File: src/rtl/pipeline_hazard_ctrl.sv
// Hazard/sequencing controller for the 5-stage pipeline: load-use stalls, multi-cycle EX ops, branch redirects.
// Optional perf counters are enabled by defining HAZ_PERF_EN.
module pipeline_hazard_ctrl #(
    parameter int unsigned REG_AW    = 5,
    parameter int unsigned MULTI_LAT = 4,
    parameter int unsigned CNT_W     = 32
) (
    input  logic              clk,
    input  logic              reset,
    input  logic              id_valid,
    input  logic [REG_AW-1:0] id_rs1,
    input  logic [REG_AW-1:0] id_rs2,
    input  logic              id_uses_rs2,
    input  logic              ex_valid,
    input  logic [REG_AW-1:0] ex_rd,
    input  logic              ex_mem_read,
    input  logic              ex_multi,
    input  logic              branch_taken,
    output logic              pc_write,
    output logic              if_id_stall,
    output logic              if_id_flush,
    output logic              id_ex_bubble,
    output logic              id_ex_hold,
    output logic              ex_kill,
    output logic [CNT_W-1:0]  stall_cycles,
    output logic [CNT_W-1:0]  flush_events
);

    localparam int unsigned CW = (MULTI_LAT > 2) ? $clog2(MULTI_LAT) : 1;
    localparam logic [CW-1:0] MC_INIT = CW'(MULTI_LAT - 2);

    typedef enum logic [1:0] {RUN, MC_BUSY, REDIRECT} state_t;

    state_t        state_q, state_d;
    logic [CW-1:0] mc_cnt_q, mc_cnt_d;
    logic          lu;

    assign lu = id_valid & ex_valid & ex_mem_read & (ex_rd != '0) &
                ((ex_rd == id_rs1) | (id_uses_rs2 & (ex_rd == id_rs2)));

    always_comb begin
        state_d      = state_q;
        mc_cnt_d     = mc_cnt_q;
        pc_write     = 1'b1;
        if_id_stall  = 1'b0;
        if_id_flush  = 1'b0;
        id_ex_bubble = 1'b0;
        id_ex_hold   = 1'b0;
        ex_kill      = 1'b0;
        if (reset) begin
            pc_write = 1'b0;
            state_d  = RUN;
            mc_cnt_d = '0;
        end else begin
            unique case (state_q)
                RUN: begin
                    if (branch_taken) begin
                        if_id_flush  = 1'b1;
                        id_ex_bubble = 1'b1;
                        state_d      = REDIRECT;
                    end else if (ex_valid && ex_multi) begin
                        pc_write    = 1'b0;
                        if_id_stall = 1'b1;
                        id_ex_hold  = 1'b1;
                        mc_cnt_d    = MC_INIT;
                        state_d     = MC_BUSY;
                    end else if (lu) begin
                        pc_write     = 1'b0;
                        if_id_stall  = 1'b1;
                        id_ex_bubble = 1'b1;
                    end
                end
                MC_BUSY: begin
                    // The redirecting branch is older than the multi-cycle op, so the op is squashed.
                    if (branch_taken) begin
                        ex_kill      = 1'b1;
                        if_id_flush  = 1'b1;
                        id_ex_bubble = 1'b1;
                        state_d      = REDIRECT;
                    end else if (mc_cnt_q != '0) begin
                        pc_write    = 1'b0;
                        if_id_stall = 1'b1;
                        id_ex_hold  = 1'b1;
                        mc_cnt_d    = mc_cnt_q - 1'b1;
                    end else begin
                        state_d = RUN;
                    end
                end
                REDIRECT: begin
                    if_id_flush = 1'b1;
                    if (branch_taken) begin
                        id_ex_bubble = 1'b1;
                        state_d      = REDIRECT;
                    end else begin
                        state_d = RUN;
                    end
                end
                default: state_d = RUN;
            endcase
        end
    end

    always_ff @(posedge clk) begin
        if (reset) begin
            state_q  <= RUN;
            mc_cnt_q <= '0;
        end else begin
            state_q  <= state_d;
            mc_cnt_q <= mc_cnt_d;
        end
    end

`ifdef HAZ_PERF_EN
    logic [CNT_W-1:0] stall_cnt_q, flush_cnt_q;

    always_ff @(posedge clk) begin
        if (reset) begin
            stall_cnt_q <= '0;
            flush_cnt_q <= '0;
        end else begin
            if (!pc_write && (stall_cnt_q != '1))
                stall_cnt_q <= stall_cnt_q + 1'b1;
            if (if_id_flush && branch_taken && (flush_cnt_q != '1))
                flush_cnt_q <= flush_cnt_q + 1'b1;
        end
    end

    assign stall_cycles = stall_cnt_q;
    assign flush_events = flush_cnt_q;
`else
    assign stall_cycles = '0;
    assign flush_events = '0;
`endif

endmodule
File: config.mk
export PLATFORM = sky130hd
export DESIGN_NAME = pipeline_hazard_ctrl
export DESIGN_NICKNAME = d
export VERILOG_FILES = /design/src/rtl/pipeline_hazard_ctrl.sv
export SDC_FILE = /design/constraint.sdc
export NUM_CORES = 1
export LEC_CHECK = 0
export ABC_CLOCK_PERIOD_IN_PS = 4900
export BUFFER_PORTS_ARGS = -buffer_cell sky130_fd_sc_hd__buf_2
export CORE_MARGIN = 2
export CORE_UTILIZATION = 40
export DETAILED_ROUTE_END_ITERATION = 7
export GPL_ROUTABILITY_DRIVEN = 0
export GPL_TIMING_DRIVEN = 0
export PLACE_DENSITY = 0.87
export SYNTH_ARGS = -nofsm -noshare
export SYNTH_HDL_FRONTEND = slang
export SYNTH_SLANG_ARGS = --single-unit
export TNS_END_PERCENT = 50
File: constraint.sdc
create_clock -name clk -period 4.9 [get_ports clk]
set_input_delay 0.735 -clock clk [delete_from_list [all_inputs] [get_ports clk]]
set_output_delay 0.735 -clock clk [all_outputs]
set_load 0.01 [all_outputs]
# Yosys cells after proc, flatten, opt, wreduce, memory -nomap -nowiden
# Cells that the tools add are included.
dict set report totals {
  reg_bits 4
  inputBits 23
  elab_cells 66
}
dict set report op_classes {
  add_sub_neg 1
  n_eq_ne 10
  mux 38
  bitwise 6
  reduce_logical 9
}
# op n
set op_table {}
lappend op_table {{$mux W1} 22}
lappend op_table {{$mux W2} 9}
lappend op_table {{$eq A5 B5 Y1} 2}
lappend op_table {{$pmux W1 S2} 5}
lappend op_table {{$ne A2 B2 Y1 const B} 4}
lappend op_table {{$ne A3 B3 Y1 const B} 2}
lappend op_table {{$pmux W2 S3} 1}
lappend op_table {{$and A1 B1 Y1} 5}
lappend op_table {{$reduce_and A5 Y1} 1}
lappend op_table {{$reduce_bool A5 Y1} 1}
lappend op_table {{$pmux W2 S2} 1}
lappend op_table {{$reduce_bool A2 Y1} 2}
lappend op_table {{$reduce_or A2 Y1} 2}
lappend op_table {{$eq A2 B1 Y1 const B} 1}
lappend op_table {{$eq A2 B2 Y1 const B} 1}
lappend op_table {{$logic_not A2 Y1} 1}
lappend op_table {{$reduce_and A2 Y1} 1}
lappend op_table {{$sub A2 B1 Y2 const B} 1}
lappend op_table {{$logic_and A1 B1 Y1} 1}
lappend op_table {{$or A1 B1 Y1} 1}

# Depth between registers and ports, before layout
# Gate-level depths: netlist (run 1).
dict set report logic_depth {
  word_depth 9
  ltp_mapped 7
}

# Least setup slack after synthesis (run 1)
# OpenSTA, ideal clock, no wires.
dict set report synth_path {
  kind {input to output}
  start {input port ex_rd[1]}
  end {output port pc_write}
  arrival_ns 1.849
  path_slack_ns 2.316
  path_stages 4
  n_path_buf 0
  path_cell_list {or4_1 > o2111ai_2 > a2111oi_1 > a211oi_2}
}
dict set report synth_between {
  elab_chain_len 9
  elab_cells_between_ends 12
  cone_classes {eq/ne (2); mux (5); bitwise (4); reduce/logical (1)}
}
# item line
set synth_rtl {}
lappend synth_rtl {{start, declared} 15} ;# input logic [REG_AW-1:0] ex_rd,
lappend synth_rtl {{$eq A5 B5 Y1} 39} ;# ((ex_rd == id_rs1) | (id_uses_rs2 & (ex_rd == id_rs2)));
lappend synth_rtl {{$and A1 B1 Y1} 39}
lappend synth_rtl {{$or A1 B1 Y1} 39}
lappend synth_rtl {{$and A1 B1 Y1 (*)} 38} ;# assign lu = id_valid & ex_valid & ex_mem_read & (ex_rd != '0) &
lappend synth_rtl {{$mux W1 (*)} 67} ;# end else if (lu) begin
lappend synth_rtl {{$mux W1 (*)} 61} ;# end else if (ex_valid && ex_multi) begin
lappend synth_rtl {{$mux W1 (*)} 57} ;# if (branch_taken) begin
lappend synth_rtl {{$pmux W1 S2 (*)} 55} ;# unique case (state_q)
lappend synth_rtl {{$mux W1 (*)} 50} ;# if (reset) begin
lappend synth_rtl {{end, declared} 19} ;# output logic pc_write,
# Every way passes the cells marked *; elsewhere a longest branch is shown, timed or not.

# Worst setup path in the final report (run 1)
# Same ends and word-level chain as after synthesis.

==> results of run 1 <==
-- cell families (layout without fill, tap and decap cells) --
logic type / Yosys count / after routing / share of synthesized area [%]
flops: 4 / 4 / 8.11
xor+xnor: 10 / 10 / 8.87
simple gates: 21 / 21 / 10.6
other cells: 1 / 64 / 0.380
buf+inv: 72 / 101 / 51.8
fa+ha+maj: 4 / 4 / 5.07
mux: 1 / 1 / 1.01
compound gates: 17 / 17 / 14.1
-- placed cells by master (no fill, tap or decap), types with 3 or more instances in the layout --
cell      instances
a21oi_1           4
buf_2            27
buf_4            64
clkbuf_4          3
conb_1           64
dfxtp_1           4
ha_1              4
inv_1             5
nand2_1           4
nor2_1            7
xnor2_1          10
-- through the flow --
| step | power (uW) | util (%) | area (sq um) | cells |
|---|---|---|---|---|
| 4_1_cts | 184 | 58.7 | 1410 | 252 |
| 5_1_grt | 200 | 58.7 | 1410 | 252 |
| 3_3_place_gp | 140 | 57.7 | 1390 | 249 |
| 3_5_place_dp | 142 | 57.7 | 1390 | 249 |
| 6_report | 185 | 58.7 | 1410 | 252 |
| 2_1_floorplan | 123 | - | 1220 | 193 |
-- worst max-delay path by stage --
stage | cells after the start | endpoint
2_1_floorplan | 4 | pc_write
3_3_place_gp | 6 | pc_write
5_1_grt | 6 | pc_write
4_1_cts | 6 | pc_write
3_5_place_dp | 6 | pc_write
6_report | 6 | pc_write
-- layout make-up --
cell class	count	area, sq um
buffer	67	493
clock buffer	3	22.5
fill	227	996
inverter	5	18.8
multi-input combinational	117	632
sequential	4	80.1
tap	30	37.5
timing repair buffer	26	130
-- worst reg2reg max path, stage by stage (launching register included) --
cell       delay, ps
dfxtp_1          350
inv_1             90
ha_1             270
a21boi_0         190
a2111oi_2        460
nor2_1            70
a311oi_1         250
-- flip-flops by register name (all words and copies together), names as in the netlist --
signal	flops
mc_cnt_q	2
state_q	2
-- cell usage after synthesis (all sizes together) --
| cell type | n | area, sq um |
|---|---|---|
| o21ai | 1 | 5.00 |
| nor4b | 1 | 8.76 |
| o211ai | 1 | 7.51 |
| o22ai | 1 | 6.26 |
| nor2 | 7 | 26.3 |
| nor3 | 1 | 5.00 |
| inv | 5 | 18.8 |
| or3 | 1 | 6.26 |
| or4 | 1 | 7.51 |
| mux2i | 1 | 10.0 |
| nand2 | 4 | 15.0 |
| a21o | 1 | 7.51 |
| nor2b | 1 | 6.26 |
| clkbuf | 2 | 7.51 |
| a21boi | 1 | 7.51 |
| buf | 65 | 485 |
| nand2b | 1 | 6.26 |
| o2111ai | 1 | 15.0 |
| nand3 | 2 | 10.0 |
| dfxtp | 4 | 80.1 |
| xnor2 | 10 | 87.6 |
| a21oi | 4 | 20.0 |
| a311oi | 1 | 8.76 |
| o2bb2ai | 1 | 8.76 |
| conb | 1 | 3.75 |
| a31oi | 1 | 6.26 |
| ha | 4 | 50.1 |
| nand4 | 1 | 6.26 |
| a2111oi | 3 | 33.8 |
| nand3b | 1 | 7.51 |
| a211oi | 1 | 12.5 |
-- power groups by stage --
stage,logic (uW),clock network (uW),registers [uW]
2_1_floorplan,87.6,0,35.8
3_3_place_gp,104,0,35.9
3_5_place_dp,106,0,36.0
4_1_cts,106,42.1,35.4
5_1_grt,121,44.2,35.6
6_report,108,41.5,35.5
-- per-layer routing --
metal / GRT usage [%] / vias to the layer above / part of all wire, %
met3: 2.22 / 2 / 11
met2: 24.8 / 44 / 55
li1: - / 487 / -
met4: 5.13 / 0 / 1.4
met1: 13.4 / 365 / 33
met5: 0 / - / 0
==> flow_metrics.py, run 1 <==
metrics = {
    "outcome": {
        "status": "finished, final reports clean",
    },
    "sta": {
        "tns_ps": 0,
        "min_period_over_period_pct": 58.7,
        "whs_ps": 471,
        "setup_viol": 0,
        "clock-skew-final_ps": 4.49,
        "rsz0062_at_grt": "false",
        "slew_viol_final": 0,
        "fin_crit_ps": 2880,
        "hold_viol": 0,
        "fmax_ghz": 0.348,
        "setup_ws_ps": 2020,
        "relSlewSlack_pct": 66.0,
        "tightest_slew_ps": 497,
    },
    "pwr": {
        "ir_worst_vdd_mv": 0.128,
        "p_seq_share_pct": 19.2,
        "p_sw_share_pct": 36.8,
        "power_frac_comb_pct": 58.4,
        "p_per_area_nw_per_um2": 131,
        "clockPowerShare_pct": 22.5,
        "p_leak_uw": 0.000845,
        "p_sw_uw": 68.0,
        "intPower_uw": 117,
    },
    "detailed_routing": {
        "via_count": 898,
        "drcViolationCount": 0,
        "ant_nets": 0,
        "via_per_inst": 3.56,
        "wirelength_microns": 1820,
        "drtIter0Drc": 12,
        "drtPass1Iterations": 4,
        "wl_per_cell_microns": 7.21,
    },
    "grt": {
        "grt_start_max_net_pins": 11,
        "grt_pass1_vias": 699,
        "overflow": 0,
        "grt_pass1_wl_microns": 2770,
        "grt_use_total_pct": 12.8,
        "antenna_found_initial": 0,
    },
    "critical_path": {
        "rrSetupSlack_ps": 3130,
        "r2r_start": "state_q[0]",
        "path_max_fanout": 3,
        "r2r-end": "mc_cnt_q[1]",
        "slowest_delay_ps": 540,
        "slowest_stage": "or4_1",
        "startpoint": "ex_rd[1]",
        "reg2reg_depth": 6,
        "arrival_ps": 2140,
        "worstPathRequired_ps": 4160,
        "crit_type": "input pin to primary output",
        "path_delay_family": "compound AO/OA/AOI/OAI gates",
        "worst-path-buf-inv": 2,
        "crit_chain": "buf_2, or4_1, o2111ai_2, a2111oi_1, a211oi_2, buf_2",
        "crit_top_cell": "buf_2",
        "endpoint_kind": "primary output",
        "cp-start-kind": "input pin",
    },
    "cells_and_area": {
        "drive_gt1_share_pct": 43.7,
        "area_growth_pct": 43.2,
        "n_antenna_cell": 0,
        "fin_nets": 251,
    },
    "logic_synthesis": {
        "avgSynthCellArea_sq_um": 7.59,
        "synth_cells": 130,
        "synth.cell_area_sq_um": 987,
        "synth_warnings": 0,
        "seq_area_frac_synth_pct": 8.11,
        "ys_ff_latch": 4,
        "yosysUniqueCellTypes": 34,
    },
    "clock_tree": {
        "clk_pin_slew_ps": 40,
        "clock_sinks": 4,
        "cts_root_buf": "clkbuf_4",
        "cts_tree": "yes",
        "clock_path_buffers": 2,
        "cts_setup_buffers": 0,
        "postCtsHoldBufs": 0,
        "htree_levels": 1,
        "ctsResizeCount": 0,
        "cts_made_buffers": 3,
        "clkLatencyLatePin_ps": 240,
    },
    "floorplan": {
        "rows": 18,
        "die_area_sq_um": 2880,
        "die_y_microns": 53.7,
        "io_pins": 93,
        "core_sq_um": 2410,
        "die_w_microns": 53.7,
        "initial_core_util_pct": 41.0,
    },
    "min_path": {
        "holdPathStages": 2,
        "hp-class": "flop to flop",
        "hold_end": "mc_cnt_q[0]",
        "hold_start": "mc_cnt_q[0]",
    },
    "place": {
        "dp_slack_ps": 2040,
        "post-dp-hpwl_microns": 1690,
        "port_buffers": 26,
    },
    "flow_run": {
        "max_cap_violations": 0,
    },
}
Note: power is estimated with default switching activity, not from simulation.
==> run 2: changes to the inputs <==
--- a/config.mk
+++ b/config.mk
@@ -5,14 +5,14 @@
 export SDC_FILE = /design/constraint.sdc
 export NUM_CORES = 1
 export LEC_CHECK = 0
-export ABC_CLOCK_PERIOD_IN_PS = 4900
+export ABC_CLOCK_PERIOD_IN_PS = 2320
 export BUFFER_PORTS_ARGS = -buffer_cell sky130_fd_sc_hd__buf_2
 export CORE_MARGIN = 2
-export CORE_UTILIZATION = 40
+export CORE_UTILIZATION = 33
 export DETAILED_ROUTE_END_ITERATION = 7
 export GPL_ROUTABILITY_DRIVEN = 0
 export GPL_TIMING_DRIVEN = 0
-export PLACE_DENSITY = 0.87
+export PLACE_DENSITY = 0.76
 export SYNTH_ARGS = -nofsm -noshare
 export SYNTH_HDL_FRONTEND = slang
 export SYNTH_SLANG_ARGS = --single-unit
==> constraint.sdc (replaced) <==
create_clock -name clk -period 2.32 [get_ports clk]
set_input_delay 0.348 -clock clk [delete_from_list [all_inputs] [get_ports clk]]
set_output_delay 0.348 -clock clk [all_outputs]
set_load 0.01 [all_outputs]
==> run 2 against run 1 <==
The run now ends with DRC left; sequential share of layout area is essentially flat; flip-flop and latch count is the same; worst setup slack lost 1900 ps; register-to-register slack lost 2600 ps; first-iteration DRC count is the same; non-clock buffer count is the same; highest routed layer unchanged.
==> flow_metrics.py, run 2 (same netlist as run 1, synthesis figures left out) <==
metrics = {
    "detailed_routing": {
        "via_per_inst": 3.57,
        "drcViolationCount": 6,
        "drtIter0Drc": 12,
        "via_count": 903,
        "drtPass1Iterations": 6,
        "wl_per_cell_microns": 7.54,
        "ant_nets": 0,
        "wirelength_microns": 1910,
    },
    "grt": {
        "antenna_found_initial": 0,
        "grt_start_max_net_pins": 11,
        "grt_pass1_vias": 725,
        "grt_use_total_pct": 10.7,
        "overflow": 0,
        "grt_pass1_wl_microns": 2860,
    },
    "clock_tree": {
        "cts_tree": "yes",
        "cts_made_buffers": 3,
        "clock_sinks": 4,
        "postCtsHoldBufs": 0,
        "htree_levels": 1,
        "cts_root_buf": "clkbuf_4",
        "clkLatencyLatePin_ps": 230,
        "cts_setup_buffers": 0,
        "clk_pin_slew_ps": 40,
        "clock_path_buffers": 2,
    },
    "critical_path": {
        "crit_chain": "inv_1, ha_1, buf_2, nor2_1, a2111oi_1, a211oi_2, buf_2",
        "slowest_stage": "a2111oi_1",
        "endpoint_kind": "primary output",
        "arrival_ps": 1820,
        "worst-path-buf-inv": 3,
        "cp-start-kind": "flop",
        "slowest_delay_ps": 480,
        "worstPathRequired_ps": 1970,
        "path_max_fanout": 9,
        "path_delay_family": "compound AO/OA/AOI/OAI gates",
        "crit_type": "flop to primary output",
        "crit_top_cell": "buf_2",
    },
    "floorplan": {
        "rows": 19,
        "die_area_sq_um": 3450,
        "core_sq_um": 2810,
        "io_pins": 93,
        "die_y_microns": 58.7,
        "die_w_microns": 58.7,
        "initial_core_util_pct": 35.2,
    },
    "pwr": {
        "intPower_uw": 247,
        "p_sw_share_pct": 36.6,
        "p_total_uw": 390,
        "p_leak_uw": 0.000845,
        "p_sw_uw": 143,
        "p_seq_share_pct": 19.2,
        "p_per_area_nw_per_um2": 275,
        "power_frac_comb_pct": 58.6,
        "ir_worst_vdd_mv": 0.194,
        "clockPowerShare_pct": 22.2,
    },
    "cells_and_area": {
        "top_regs": "mc_cnt_q: 2 flops, state_q: 2 flops",
        "final_cell_count_no_fill": 253,
        "fin_nets": 251,
        "final_cell_mix": "buf_4, conb_1, buf_2",
        "area_growth_pct": 43.5,
        "n_antenna_cell": 0,
        "final_util_pct": 50.5,
        "drive_gt1_share_pct": 43.7,
    },
    "sta": {
        "hold_viol": 0,
        "min_period_over_period_pct": 93.5,
        "slew_viol_final": 0,
        "fin_crit_ps": 2170,
        "setup_viol": 0,
        "rsz0062_at_grt": "true",
        "fmax_ghz": 0.461,
        "clock-skew-final_ps": 1.10,
        "setup_ws_ps": 151,
    },
    "outcome": {
        "status": "finished, violations left",
        "violations": "DRC",
    },
    "place": {
        "dp_cells": 250,
        "dp_slack_ps": 233,
        "port_buffers": 26,
    },
    "flow_run": {
        "max_cap_violations": 0,
    },
    "min_path": {
        "hp-class": "input pin to flop",
    },
}
[run 2: timing repair]
action                                  in CTS  in global routing
endpoints found under the hold margin        0                  0
endpoints found under the setup margin       0                  2
gates resized for setup                      0                  2
[run 2: cell type report]
| type | instances | area, sq um |
|---|---|---|
| well taps | 31 | 38.8 |
| inverters | 5 | 18.8 |
| repair buffers | 26 | 130 |
| multi-input cells | 117 | 633 |
| flip-flops and latches | 4 | 80.1 |
| plain buffers | 67 | 493 |
| clock buffers | 3 | 22.5 |
| fillers | 322 | 1390 |
[run 2: final timing paths]
| path | end | start | slack, ps | cells past startpoint |
|---|---|---|---|---|
| max | pc_write | state_q[1] | 150 | 7 |
| min | state_q[0] | ex_multi | 440 | 3 |
| max reg2reg | mc_cnt_q[1] | state_q[1] | 550 | 7 |
| min reg2reg | mc_cnt_q[0] | mc_cnt_q[0] | 480 | 2 |
[run 2: routing by layer]
metal	up-vias	share of wire, %	global-route usage, %
li1	486	-	-
met1	371	37	11.7
met2	44	53	19.3
met3	2	9.4	2.86
met4	0	0.89	4.55
met5	-	0	0
[run 2: worst register-to-register path, delay by kind of cell (launching register included)]
kind	cells	cell delay [ps]
AOI/OAI and AO/OA	2	730
DFF	1	300
buffers and inverters	2	300
adders and majority gates	1	150
and+or+nand+nor	2	180
[run 2: stage by stage]
step	area (sq um)	hold slack [ps]	setup TNS, ps
after floorplan	1220	450	0
after global placement	1390	460	0
after detailed placement	1390	466	0
after CTS	1420	426	0
after global routing	1420	441	-56.6
final	1420	436	0
[run 2: power groups by stage]
stage,combinational [uW],sequential (uW),clock [uW]
6_report,229,75.0,86.4
5_1_grt,252,75.5,97.1
4_1_cts,223,75.0,89.6
3_5_place_dp,222,76.2,0
3_3_place_gp,221,75.8,0
2_1_floorplan,185,75.5,0
==> run 3: changes to the inputs <==
--- a/config.mk
+++ b/config.mk
@@ -7,12 +7,14 @@
 export LEC_CHECK = 0
 export ABC_CLOCK_PERIOD_IN_PS = 2320
 export BUFFER_PORTS_ARGS = -buffer_cell sky130_fd_sc_hd__buf_2
+export CELL_PAD_IN_SITES_DETAIL_PLACEMENT = 0
+export CELL_PAD_IN_SITES_GLOBAL_PLACEMENT = 1
 export CORE_MARGIN = 2
-export CORE_UTILIZATION = 33
+export CORE_UTILIZATION = 21
 export DETAILED_ROUTE_END_ITERATION = 7
 export GPL_ROUTABILITY_DRIVEN = 0
 export GPL_TIMING_DRIVEN = 0
-export PLACE_DENSITY = 0.76
+export PLACE_DENSITY_LB_ADDON = 0.1
 export SYNTH_ARGS = -nofsm -noshare
 export SYNTH_HDL_FRONTEND = slang
 export SYNTH_SLANG_ARGS = --single-unit
==> run 3 against run 2 <==
The flow now finishes without violations; power up 15%; global-route usage down 3.6 points; wire length up 12%; die area rose by 53%; clock skew hardly changed; sequential power about the same; final area is 3.2% higher.
==> flow_metrics.py, run 3 (same netlist as run 1, synthesis figures left out) <==
metrics = {
    "cells_and_area": {
        "top_regs": "mc_cnt_q: 2 flops, state_q: 2 flops",
        "area_growth_pct": 48.0,
        "n_antenna_cell": 0,
        "final_cell_mix": "buf_4, conb_1, buf_2",
        "drive_gt1_share_pct": 43.7,
        "fin_nets": 251,
    },
    "sta": {
        "clock-skew-final_ps": 1.55,
        "whs_ps": 458,
        "fin_crit_ps": 2190,
        "setup_viol": 0,
        "slew_viol_final": 0,
        "fmax_ghz": 0.456,
        "min_period_over_period_pct": 94.6,
        "hold_viol": 0,
    },
    "floorplan": {
        "initial_core_util_pct": 22.2,
        "rows": 24,
        "io_pins": 93,
        "core_sq_um": 4440,
        "die_y_microns": 72.6,
        "die_area_sq_um": 5270,
        "die_w_microns": 72.6,
    },
    "detailed_routing": {
        "via_count": 915,
        "via_per_inst": 3.34,
        "ant_nets": 0,
        "drcViolationCount": 0,
        "drtPass1Iterations": 4,
        "drtIter0Drc": 22,
        "wirelength_microns": 2130,
        "wl_per_cell_microns": 7.78,
    },
    "outcome": {
        "status": "finished, final reports clean",
    },
    "clock_tree": {
        "clk_pin_slew_ps": 30,
        "htree_levels": 1,
        "clkLatencyLatePin_ps": 210,
        "ctsResizeCount": 0,
        "clock_path_buffers": 2,
        "cts_tree": "yes",
        "cts_root_buf": "clkbuf_8",
        "clock_sinks": 4,
        "postCtsHoldBufs": 0,
        "cts_made_buffers": 3,
        "cts_setup_buffers": 0,
    },
    "pwr": {
        "p_sw_uw": 148,
        "p_seq_share_pct": 16.8,
        "p_total_uw": 448,
        "p_per_area_nw_per_um2": 306,
        "intPower_uw": 300,
        "p_leak_uw": 0.000853,
        "clockPowerShare_pct": 31.5,
        "power_frac_comb_pct": 51.7,
        "p_sw_share_pct": 33.0,
        "ir_worst_vdd_mv": 0.149,
    },
    "grt": {
        "grt_pass1_wl_microns": 3060,
        "antenna_found_initial": 0,
        "grt_pass1_vias": 747,
        "overflow": 0,
        "grt_use_total_pct": 7.06,
        "grt_start_max_net_pins": 11,
    },
    "flow_run": {
        "max_cap_violations": 0,
    },
    "critical_path": {
        "crit_chain": "inv_1, ha_1, buf_2, nor2_1, a2111oi_1, a211oi_2, buf_2",
        "crit_type": "flop to primary output",
        "endpoint_kind": "primary output",
        "crit_top_cell": "buf_2",
        "worst-path-buf-inv": 3,
        "path_delay_family": "compound AO/OA/AOI/OAI gates",
        "worstPathRequired_ps": 1970,
        "slowest_delay_ps": 470,
        "arrival_ps": 1850,
        "slowest_stage": "a2111oi_1",
        "cp-start-kind": "flop",
        "path_max_fanout": 9,
    },
    "place": {
        "post-dp-hpwl_microns": 1930,
        "port_buffers": 26,
    },
    "min_path": {
        "hp-class": "input pin to flop",
    },
}
## run 3: worst paths after layout
kind              slack (ps)          end  cells after the start        start
setup / recovery         130     pc_write                      7   state_q[1]
hold / removal           460   state_q[0]                      3     ex_multi
setup reg to reg         520  mc_cnt_q[1]                      7   state_q[1]
hold reg to reg          470  mc_cnt_q[0]                      2  mc_cnt_q[0]
## run 3: tightest hold or removal path: cells and delay by family
kind | cells | cell delay (ps)
compound gates | 1 | 60
simple gates | 1 | 80
buf+inv | 1 | 120
## run 3: layer usage
layer / vias to the layer above / routed length (microns) / GRT usage, %
met1: 364 / 831 / 8.24
met4: 0 / 25 / 2.67
met3: 4 / 265 / 1.53
met5: - / 0 / 0
li1: 483 / - / -
met2: 64 / 1010 / 12.5
## run 3: per-stage QoR
step / worst slack, ps / std cells / util (%) / cell area [sq um] / TNS [ps]
finish: 126 / 274 / 32.9 / 1460 / 0
global route: -4.23 / 274 / 32.9 / 1460 / -4.23
CTS: 66.8 / 274 / 32.9 / 1460 / 0
detailed placement: 205 / 271 / 31.9 / 1420 / 0
global placement: 213 / 271 / 31.9 / 1420 / 0
floorplan: 510 / 193 / - / 1220 / 0
## run 3: final cells by class
cell class	count	area, sq um
Inverter	5	18.8
Sequential cell	4	80.1
Clock buffer	3	41.3
Multi-Input combinational cell	117	633
Fill cell	498	2980
Tap cell	52	65.1
Buffer	67	493
Timing Repair Buffer	26	130
## run 3: power groups by stage
| stage | combinational [uW] | sequential [uW] | clock (uW) |
|---|---|---|---|
| after global routing | 256 | 75.5 | 152 |
| final | 232 | 75.1 | 141 |
| after CTS | 225 | 75.0 | 144 |
| after floorplan | 185 | 75.5 | 0 |
| after global placement | 223 | 75.6 | 0 |
| after detailed placement | 225 | 75.9 | 0 |
